**src/rtl/crypto_hft_pkg.sv**
```systemverilog
// Shared types and order-word layout for the crypto HFT datapath.
package crypto_hft_pkg;

  typedef enum logic [1:0] {
    IDLE   = 2'd0,
    RX1    = 2'd1,
    DECIDE = 2'd2
  } hft_state_e;

  localparam logic [7:0] ORDER_OPCODE = 8'hA5;

  localparam int OP_MSB    = 63;
  localparam int OP_LSB    = 56;
  localparam int SIDE_BIT  = 48;
  localparam int QTY_MSB   = 47;
  localparam int QTY_LSB   = 32;
  localparam int PRICE_MSB = 31;
  localparam int PRICE_LSB = 0;

  // Assemble an order word; bits [55:49] stay zero.
  function automatic logic [63:0] pack_order(input logic        side,
                                             input logic [15:0] qty,
                                             input logic [31:0] price);
    logic [63:0] w;
    w                      = '0;
    w[OP_MSB:OP_LSB]       = ORDER_OPCODE;
    w[SIDE_BIT]            = side;
    w[QTY_MSB:QTY_LSB]     = qty;
    w[PRICE_MSB:PRICE_LSB] = price;
    return w;
  endfunction

endpackage

```
**src/rtl/crypto_hft_strategy_engine.sv**
```systemverilog
// Combinational spread decision: trigger, side and the lower of the two prices.
module hft_strategy_engine #(
  parameter logic [31:0] SPREAD_THRESH = 32'h0000_1000
) (
  input  logic [31:0] price_a,
  input  logic [31:0] price_b,
  output logic        trigger,
  output logic        side,
  output logic [31:0] min_price
);

  logic [31:0] spread;

  // Unsigned absolute difference; BUY when price_b is the cheaper side.
  always_comb begin
    side      = (price_b < price_a);
    spread    = side ? (price_a - price_b) : (price_b - price_a);
    trigger   = (spread >= SPREAD_THRESH);
    min_price = side ? price_b : price_a;
  end

endmodule

```
**src/rtl/crypto_hft_asic_top.sv**
```systemverilog
// Two-beat market-data receiver, spread strategy and order generator.
// Optional macro LATENCY_STATS_EN enables the network/total latency counters.
module crypto_hft_asic_top
  import crypto_hft_pkg::*;
#(
  parameter logic [31:0] SPREAD_THRESH = 32'h0000_1000,
  parameter logic [15:0] ORDER_QTY     = 16'd100,
  parameter int unsigned RX_TIMEOUT    = 255
) (
  input  logic        clk_core,
  input  logic        rst,
  input  logic [63:0] net_rx_data,
  input  logic        net_rx_valid,
  output logic [63:0] net_tx_data,
  output logic        net_tx_valid,
  output logic [31:0] network_latency,
  output logic [31:0] total_latency,
  output logic [31:0] trades_executed,
  output logic        system_active
);

  localparam logic [31:0] TO_LAST = 32'(RX_TIMEOUT - 1);

  hft_state_e  state, state_nxt;
  logic        beat0_acc, beat1_acc;
  logic [31:0] to_cnt;
  logic [31:0] price_a_p0, price_b_p0;
  logic        trigger, side;
  logic [31:0] min_price;
  logic        order_fire;
  logic        unused_hdr;

  // Header halves of each beat carry nothing the strategy uses.
  assign unused_hdr = ^net_rx_data[63:32];

  assign beat0_acc     = (state == IDLE) && net_rx_valid;
  assign beat1_acc     = (state == RX1) && net_rx_valid;
  assign order_fire    = (state == DECIDE) && trigger;
  assign system_active = (state != IDLE);

  // State register.
  always_ff @(posedge clk_core) begin
    if (rst) state <= IDLE;
    else     state <= state_nxt;
  end

  // Next-state: beat0 -> RX1 -> DECIDE -> IDLE, with a second-beat timeout.
  always_comb begin
    state_nxt = state;
    case (state)
      IDLE:    if (net_rx_valid) state_nxt = RX1;
      RX1: begin
        if (net_rx_valid)           state_nxt = DECIDE;
        else if (to_cnt == TO_LAST) state_nxt = IDLE;
      end
      DECIDE:  state_nxt = IDLE;
      default: state_nxt = IDLE;
    endcase
  end

  // Idle cycles spent waiting for beat1.
  always_ff @(posedge clk_core) begin
    if (rst)                                to_cnt <= '0;
    else if (beat0_acc)                     to_cnt <= '0;
    else if ((state == RX1) && !net_rx_valid) to_cnt <= to_cnt + 32'd1;
  end

  // Stage p0: capture the two prices of the packet.
  always_ff @(posedge clk_core) begin
    if (beat0_acc) price_a_p0 <= net_rx_data[31:0];
    if (beat1_acc) price_b_p0 <= net_rx_data[31:0];
  end

  hft_strategy_engine #(
    .SPREAD_THRESH (SPREAD_THRESH)
  ) u_engine (
    .price_a   (price_a_p0),
    .price_b   (price_b_p0),
    .trigger   (trigger),
    .side      (side),
    .min_price (min_price)
  );

  // Stage p1: registered order output, held until the next beat0 is accepted.
  always_ff @(posedge clk_core) begin
    if (rst) begin
      net_tx_valid    <= 1'b0;
      net_tx_data     <= '0;
      trades_executed <= '0;
    end else begin
      if (beat0_acc) net_tx_valid <= 1'b0;
      if (order_fire) begin
        net_tx_valid    <= 1'b1;
        net_tx_data     <= pack_order(side, ORDER_QTY, min_price);
        trades_executed <= trades_executed + 32'd1;
      end
    end
  end

`ifdef LATENCY_STATS_EN
  logic [31:0] lat_cnt;

  // Latency counter is 0 in the beat0 cycle; total_latency takes the value
  // the counter will hold in the cycle net_tx_valid is first high.
  always_ff @(posedge clk_core) begin
    if (rst) begin
      lat_cnt         <= '0;
      network_latency <= '0;
      total_latency   <= '0;
    end else begin
      if (beat0_acc)           lat_cnt <= 32'd1;
      else if (state != IDLE)  lat_cnt <= lat_cnt + 32'd1;
      if (beat1_acc)  network_latency <= lat_cnt;
      if (order_fire) total_latency   <= lat_cnt + 32'd1;
    end
  end
`else
  assign network_latency = '0;
  assign total_latency   = '0;
`endif

endmodule

```
**config.mk**
```make
export PLATFORM = sky130hd
export DESIGN_NAME = crypto_hft_asic_top
export DESIGN_NICKNAME = d
export VERILOG_FILES = /design/src/rtl/crypto_hft_pkg.sv /design/src/rtl/crypto_hft_strategy_engine.sv /design/src/rtl/crypto_hft_asic_top.sv
export SDC_FILE = /design/constraint.sdc
export NUM_CORES = 1
export LEC_CHECK = 0
export CELL_PAD_IN_SITES_DETAIL_PLACEMENT = 0
export CELL_PAD_IN_SITES_GLOBAL_PLACEMENT = 2
export CORE_AREA = 2 2 147 256
export CTS_CLUSTER_DIAMETER = 50
export DETAILED_ROUTE_END_ITERATION = 10
export DIE_AREA = 0 0 149 258
export PLACE_DENSITY_LB_ADDON = 0.1
export SLEW_MARGIN = 40
export SYNTH_ARGS = -nofsm -noshare
export SYNTH_HDL_FRONTEND = slang
export SYNTH_SLANG_ARGS = --single-unit
```
**constraint.sdc**
```tcl
create_clock -name clk_core -period 6.7 [get_ports clk_core]
set_clock_uncertainty 0.15 [all_clocks]
set_input_delay 1.675 -clock clk_core [delete_from_list [all_inputs] [get_ports clk_core]]
set_output_delay 1.675 -clock clk_core [all_outputs]
set_load 0.05 [all_outputs]
```
======== Word level (Yosys, flattened, before mapping) ========
Index checks and enable logic that the tools add are counted.
word-level totals
  flip-flop bits (word level) ............. 168
  input bits .............................. 67
  output and inout port bits .............. 162
operators by class
  $lt $le $gt $ge ......................... 2
  reductions and logical operators ........ 10
  muxes and demuxes ....................... 8
  add/subtract/negate cells ............... 4
  eq/ne operators ......................... 5
operator list
  cell                                                    count
  adder 32 x 1 -> 32 bit (second input constant)          2
  two-way mux 32 bit                                      2
  subtractor 32 bit                                       2
  equality test 32 x 8 -> 1 bit (second input constant)   1
  >= comparator 32 x 13 -> 1 bit (second input constant)  1
  less-than comparator 32 bit                             1
  two-way mux 2 bit                                       3
  logical AND 1 bit                                       4
  case mux 2 bit (2 select lines)                         1
  nonzero test 2 bit                                      2
  != test 3 bit (second input constant)                   1
  equality test 2 x 1 -> 1 bit (second input constant)    1
  equality test 2 bit (second input constant)             1
  zero test 2 bit                                         1
  two-way mux 1 bit                                       2
  != test 2 bit (second input constant)                   1
  AND reduction 2 bit                                     1
  OR reduction 2 bit                                      1
  zero test 1 bit                                         1

======== Longest topological paths before layout ========
Gate-level depths: netlist (run 1).
  word-level depth ........................ 5
  depth in mapped cells ................... 17
  gate-level depth less buffers ........... 14

======== Modules after synthesis ========
Synthesis (run 1) repeated with hierarchy kept, for this count alone.
second synthesis, totals
  cells, all modules ...................... 1282
  area total of the unflattened synthesis .. 10799.1 µm²
modules (own cells, without submodules)
  module               area each (µm²)  instances  cells each
  crypto_hft_asic_top  7199.4           1          709
  hft_strategy_engine  3599.7           1          573

======== Least setup slack after synthesis (run 1) ========
No wires, ideal clock.
  path type ............................... input port to flip-flop
  start ................................... input net_rx_valid
  end ..................................... register to_cnt[0]
  arrival time ............................ 5.041 ns
  stages .................................. 5
  setup slack ............................. 1.381 ns
  data required time ...................... 6.422 ns
  path buffers ............................ 2
  setup time .............................. 0.128 ns
  path through ............................ nor3b_1 -> or2_2 -> clkbuf_1 -> clkbuf_1 -> nor2_1
between the ends
  cells in the longest elaborated chain, start to end .. 2
  elaborated cells on any way between the ends .. 4
ends and longest elaborated chain
  element                                                                          line                                                  source
  start: declaration                                                               crypto_hft_asic_top.sv:13                             input logic net_rx_valid,
  logical AND 1 bit / zero test 1 bit (equally long branches)                      crypto_hft_asic_top.sv:36, crypto_hft_asic_top.sv:65
  OR reduction 2 bit (no source line) / logical AND 1 bit (equally long branches)  --
  end signal: assignment                                                           crypto_hft_asic_top.sv:65                             else if ((state == RX1) && !net_rx_valid) to_cnt <= to_cnt + 32'd1;
  end: declaration                                                                 crypto_hft_asic_top.sv:26                             logic [31:0] to_cnt;
Parallel ways exist; a longest one is shown, timed or not.
A chain may end at the register's enable or synchronous reset.

======== Final worst setup path (run 1) ========
  start ................................... register price_a_p0[19]
  end ..................................... register net_tx_data[1]
between the ends
  cells in the longest elaborated chain, start to end .. 4
  elaborated cells on any way between the ends .. 7
ends and longest elaborated chain
  element                                                                  line                                                                source
  start: declaration                                                       crypto_hft_asic_top.sv:27                                           logic [31:0] price_a_p0, price_b_p0;
  start signal: assignment                                                 crypto_hft_asic_top.sv:70                                           if (beat0_acc) price_a_p0 <= net_rx_data[31:0];
  subtractor 32 bit / less-than comparator 32 bit (equally long branches)  crypto_hft_strategy_engine.sv:17, crypto_hft_strategy_engine.sv:16
  two-way mux 32 bit                                                       crypto_hft_strategy_engine.sv:17                                    spread = side ? (price_a - price_b) : (price_b - price_a);
  >= comparator 32 x 13 -> 1 bit                                           crypto_hft_strategy_engine.sv:18                                    trigger = (spread >= SPREAD_THRESH);
  logical AND 1 bit                                                        crypto_hft_asic_top.sv:38                                           assign order_fire = (state == DECIDE) && trigger;
  end signal: assignment                                                   crypto_hft_asic_top.sv:94                                           net_tx_data <= pack_order(side, ORDER_QTY, min_price);
  end: declaration                                                         crypto_hft_asic_top.sv:14                                           output logic [63:0] net_tx_data,
Parallel ways exist; a longest one is shown, timed or not.

==> results.json, run 1 <==
{
  "outcome": "complete, no violations",
  "yosysWarnings": 0,
  "r2r_start": "price_a_p0[19]",
  "period_share": 0.819,
  "nFillCells": 3890,
  "overflow": 0,
  "synthToLayoutAreaGrowth_pct": 15.8,
  "ff_latch_area_sq_mm": 0.00394,
  "layout.nets": 1519,
  "place.gp.congestion": 0.859,
  "cts_tree": "yes",
  "antenna_found_initial": 0,
  "ys.flop_type": "dfxtp_1",
  "power_density_mw_per_mm2": 207,
  "syn_avg_cell_area_sq_um": 8.53,
  "r2r_slack_ns": 1.21,
  "rows": 93,
  "rsz0062_at_grt": "no",
  "clock_path_buffers": 2,
  "dp_hpwl_microns": 27800,
  "cts_max_level": 4,
  "ant_nets": 0,
  "ir_drop_mv": 0.152,
  "wl_per_cell_microns": 19.1,
  "cts-root-buf": "clkbuf_16",
  "netlist-cell-type-count": 69,
  "worstReg2RegEnd": "net_tx_data[1]",
  "ys_seq_elements": 165,
  "yosysTopAreaCellShare": 0.181,
  "dr.pass1.iters": 5,
  "cts_made_buffers": 17,
  "critPathRequiredTime_ns": 6.88,
  "hold_path_end": "net_tx_valid",
  "start_util": 0.305,
  "grt_pass1_wl_microns": 53700,
  "cp_max_fo": 21,
  "layout-drive-gt1-share": 0.0523,
  "fmax_mhz": 182,
  "core-area_sq_mm": 0.0365,
  "synth_edf_count": 64,
  "synthArstFlopShare": 0,
  "post_cts_buffers": 0,
  "yosysTopAreaCell": "dfxtp_1",
  "grt_max_degree": 73,
  "hold_slack_ns": 0.333,
  "hold_buffers": 0,
  "tns_ns": 0,
  "fin_crit_ns": 5.49,
  "syn_inst": 1308,
  "multi_input_area_sq_mm": 0.00629,
  "viasPerCell": 4.87,
  "drv_cap": 0,
  "worstHoldPathType": "register to register",
  "hold_depth": 2,
  "grt_pass1_vias": 9088,
  "worstPathArrival_ns": 5.67,
  "insertion_delay_ns": 0.45,
  "end_kind": "register",
  "die_width_microns": 149,
  "worstMarginPinSlew_ns": 0.665,
  "finalHoldViolCount": 0,
  "startpoint_type": "register",
  "cts.sinks": 165,
  "setup_viol": 0,
  "cts.clk_slew.worst_paths_ns": 0.07,
  "initialDrtViolationCount": 379,
  "yosysSeqAreaShare": 0.354,
  "synth_area_leaders": "dfxtp_1, edfxtp_1, ha_1",
  "num_antenna_cells": 0,
  "worstSetupPathType": "register to register",
  "io_pins": 229,
  "reg2reg_depth": 15,
  "vias": 9114,
  "dieArea_sq_mm": 0.0384,
  "syn_area_sq_mm": 0.0112,
  "p_leak_nw": 5.32,
  "max_slew_margin": 0.557,
  "hp-start": "net_tx_valid",
  "power.total_w": 0.00268,
  "maxSlewViolCount": 0,
  "dieHeight_microns": 258,
  "cts_resized": 0,
  "wl_microns": 35800,
  "io_buffers": 108,
  "grtUsageTotal": 0.185,
  "drc_errors": 0
}
## synthesized netlist by cell type (15+ instances only)
cell and number:
a21oi_1 138, nand2_1 135, nor2_1 105, dfxtp_1 101, buf_4 95, inv_1 77, nor2b_1 72, ha_1 66
edfxtp_1 64, mux2_1 54, clkbuf_1 49, o21ai_0 42, nand4_1 32, nand3_1 28, xor2_1 23, and3_1 19
xnor2_1 15
## kinds of logic (layout without fill, tap and decap cells)
family	after synthesis	after routing	share of synthesized area
and+or+nand+nor	452	452	0.200
AOI/OAI and AO/OA	280	280	0.154
buffers and inverters	232	234	0.114
DFF	165	165	0.354
muxes	72	72	0.0718
adders and majority gates	68	68	0.0776
xor gates and xnor gates	38	38	0.0298
other	1	88	0.000336
## how the worst max path moves through the flow
stage,startpoint,end,depth (start not counted)
floorplan,net_rx_valid,to_cnt[0],5
global placement,price_a_p0[19],net_tx_data[14],16
detailed placement,price_a_p0[19],net_tx_data[1],16
CTS,price_a_p0[19],net_tx_data[1],16
global route,price_a_p0[19],net_tx_data[1],16
finish,price_a_p0[19],net_tx_data[1],15
## flip-flops by register name, indices dropped and copies added, names as in the netlist
register         cells
net_tx_valid         1
to_cnt              32
net_tx_data         34
trades_executed     32
state                2
price_b_p0          32
price_a_p0          32
## layout by cell type (no fill, tap or decap), types with 11 or more instances in the layout
cell type	Yosys	routed
edfxtp_1	64	64
a211oi_1	12	12
o211ai_1	12	12
nand4_1	32	32
nand3_1	28	28
nand2_1	135	135
inv_1	77	77
dfxtp_1	101	101
mux2_1	54	54
clkdlybuf4s50_1	0	107
ha_1	66	66
o21ai_0	42	42
clkbuf_16	0	18
buf_4	95	17
a21o_1	11	11
and3_1	19	19
nor2_1	105	105
nor2b_1	72	72
xnor2_1	15	15
conb_1	1	88
a21oi_1	138	138
xor2_1	23	23
## layout make-up
class,count,share of cell area
inverters,77,0.0224
clock buffers,19,0.0352
clock inverters,13,0.0107
multi-input cells,998,0.487
well taps,475,0.0460
flip-flops and latches,165,0.305
repair buffers,125,0.0937
## critical path: stages (launching register included)
cell,delay [ns]
edfxtp_1,0.37
inv_1,0.06
ha_1,0.40
a21oi_1,0.38
o21ai_0,0.32
a211o_1,0.39
a221o_1,0.54
nor2_4,0.40
buf_4,0.33
mux2i_1,0.28
a21oi_1,0.08
xnor2_1,0.21
or4_4,0.55
o21ai_4,0.15
buf_4,0.35
mux2_1,0.37
## where the power goes
part / leakage (nW) / internal (W) / switching, W
Clock: 0.288 / 0.000547 / 0.000471
Combinational: 3.62 / 0.000158 / 0.000407
Sequential: 1.41 / 0.00107 / 0.0000225
## metrics by stage
step / setup slack [ns] / cell area, sq um / std cells / util
finish: 1.21 / 12900 / 1872 / 0.353
global route: 0.933 / 12900 / 1872 / 0.353
CTS: 1.20 / 12900 / 1872 / 0.353
detailed placement: 1.21 / 12300 / 1840 / 0.337
global placement: 1.25 / 12300 / 1840 / 0.337
floorplan: 1.38 / 11500 / 1395 / -
## routing by layer
metal,share of wire,global-route usage,vias up,routed length [microns]
li1,-,-,4516,-
met1,0.36,0.183,4383,13000
met2,0.59,0.381,175,21000
met3,0.027,0.0274,40,950
met4,0.025,0.0627,0,883
met5,0,0,-,0
(Power assumes the default switching activity.)
==> inputs of run 2 (changes only) <==
- clock period: 6.7 -> 5.3 ns (I/O delays scaled with it)
==> run 2 against run 1 <==
  * Sequential power up 27%
  * First-iteration DRC count fell by 7.7%
  * Global-route usage up 0.068 points
  * Clock power is 34% higher
  * Power up 30%
  * Clock-buffer cell count shrank 1
  * Sequential share of layout area shrank 0.41 points
  * Worst hold slack better by 0.0027 ns
  * Largest power group unchanged
  * Highest routed layer unchanged
==> results.json, run 2 (synthesis results as in run 1) <==
{
  "outcome": "complete, no violations",
  "fin_crit_ns": 4.95,
  "layout-drive-gt1-share": 0.0596,
  "wl_per_cell_microns": 19.0,
  "ir_drop_mv": 0.224,
  "drc_errors": 0,
  "grt-busiest-layer": "met2",
  "use_met3": 0.0284,
  "die_width_microns": 149,
  "nFillCells": 3901,
  "multi_input_area_sq_mm": 0.00628,
  "setup_viol": 0,
  "synthToLayoutAreaGrowth_pct": 17.4,
  "post_cts_buffers": 0,
  "period_share": 0.934,
  "vias": 9134,
  "dieArea_sq_mm": 0.0384,
  "largest_reg_flops": 34,
  "r2r_slack_ns": 0.35,
  "cp_max_fo": 14,
  "tns_ns": 0,
  "place.gp.congestion": 0.848,
  "cts_resized": 0,
  "clock_path_buffers": 2,
  "cts.sinks": 165,
  "startpoint_type": "register",
  "grt_max_degree": 58,
  "dp_cells": 1852,
  "worstSetupPathType": "register to register",
  "antenna_found_initial": 1,
  "io_pins": 229,
  "overflow": 0,
  "io_buffers": 108,
  "grt_pass1_vias": 9199,
  "critPathRequiredTime_ns": 5.49,
  "hold_buffers": 0,
  "instances_no_fill": 1885,
  "ff_latch_area_sq_mm": 0.00394,
  "cts-root-buf": "clkbuf_16",
  "insertion_delay_ns": 0.46,
  "top_register": "net_tx_data",
  "reg2reg_depth": 15,
  "r2r_start": "price_a_p0[19]",
  "hp-start": "net_tx_valid",
  "hold_slack_ns": 0.336,
  "dieHeight_microns": 258,
  "grt_pass1_wl_microns": 53900,
  "worstHoldPathType": "register to register",
  "start_util": 0.305,
  "finish.utilization": 0.358,
  "worstMarginPinSlew_ns": 0.702,
  "initialDrtViolationCount": 350,
  "finalHoldViolCount": 0,
  "use_met2": 0.379,
  "cts_max_level": 4,
  "hold_depth": 2,
  "critPathLaunch": "price_a_p0[19]",
  "dr.pass1.iters": 4,
  "rsz0062_at_grt": "no",
  "cts_made_buffers": 17,
  "max_slew_margin": 0.532,
  "ant_nets": 0,
  "worstPathArrival_ns": 5.13,
  "dp_hpwl_microns": 27900,
  "viasPerCell": 4.85,
  "layout.nets": 1531,
  "mostFrequentLayoutCell": "a21oi_1",
  "grtUsageTotal": 0.186,
  "core-area_sq_mm": 0.0365,
  "use_met1": 0.181,
  "end_kind": "register",
  "rows": 93,
  "maxSlewViolCount": 0,
  "drv_cap": 0,
  "cts_tree": "yes",
  "cts.clk_slew.worst_paths_ns": 0.07,
  "final_cell_mix": "a21oi_1, nand2_1, clkdlybuf4s50_1",
  "p_leak_nw": 5.42,
  "power_density_mw_per_mm2": 266,
  "wl_microns": 35800,
  "fmax_mhz": 202
}
-- run 2: changes by cell type in the layout (fill, tap and decap cells not counted) --
cell        previous run  this run
buf_4                 17        26
clkbuf_1               1         0
clkinv_1               1         2
bufinv_16              1         3
nor3b_1                1         2
inv_6                  4         5
clkinv_4               2         0
diode_2                0         1
clkinvlp_4             1         0
buf_12                 0         4
buf_6                  1         0
nor3b_2                2         1
-- run 2: critical path: stages (launching register included) --
cell and delay (ns):
edfxtp_1 0.38, inv_1 0.06, ha_1 0.40, a21oi_1 0.32, o21ai_0 0.25, a211o_1 0.39, a221oi_2 0.30, buf_4 0.28
a211oi_1 0.09, a311oi_1 0.31, o21ai_0 0.24, a2111oi_1 0.48, nand4_1 0.32, o21ai_4 0.26, buf_4 0.25, mux2_1 0.34
-- run 2: area by class of cell --
cell class              count  share of cell area
clock buffers              18              0.0344
clock inverters            14              0.0141
flip-flops and latches    165               0.301
well taps                 475              0.0454
diodes                      1            0.000191
repair buffers            137               0.103
inverters                  77              0.0221
multi-input cells         998               0.480
-- run 2: where the power goes --
| group | leakage [nW] | switching, W | internal [W] |
|---|---|---|---|
| registers | 1.41 | 0.0000271 | 0.00136 |
| clock network | 0.313 | 0.000591 | 0.000783 |
| logic | 3.69 | 0.000521 | 0.000211 |
-- run 2: metal layers --
metal  share of wire  up-vias
met3           0.031       42
met1            0.35     4365
met5               0        -
li1                -     4545
met4           0.029        0
met2            0.59      182
-- run 2: path summary, 6_finish.rpt --
path | end
worst max-delay path | net_tx_data[24]
worst min-delay path | net_tx_valid
worst max register to register | net_tx_data[24]
worst min register to register | net_tx_valid
-- run 2: through the flow --
stage / area [sq um] / worst slack [ns] / total power (W)
3_5_place_dp: 12500 / 0.395 / 0.00215
2_1_floorplan: 11500 / 0.331 / 0.00197
5_1_grt: 13100 / 0.154 / 0.00364
3_3_place_gp: 12500 / 0.376 / 0.00215
4_1_cts: 13100 / 0.337 / 0.00354
6_report: 13100 / 0.352 / 0.00349
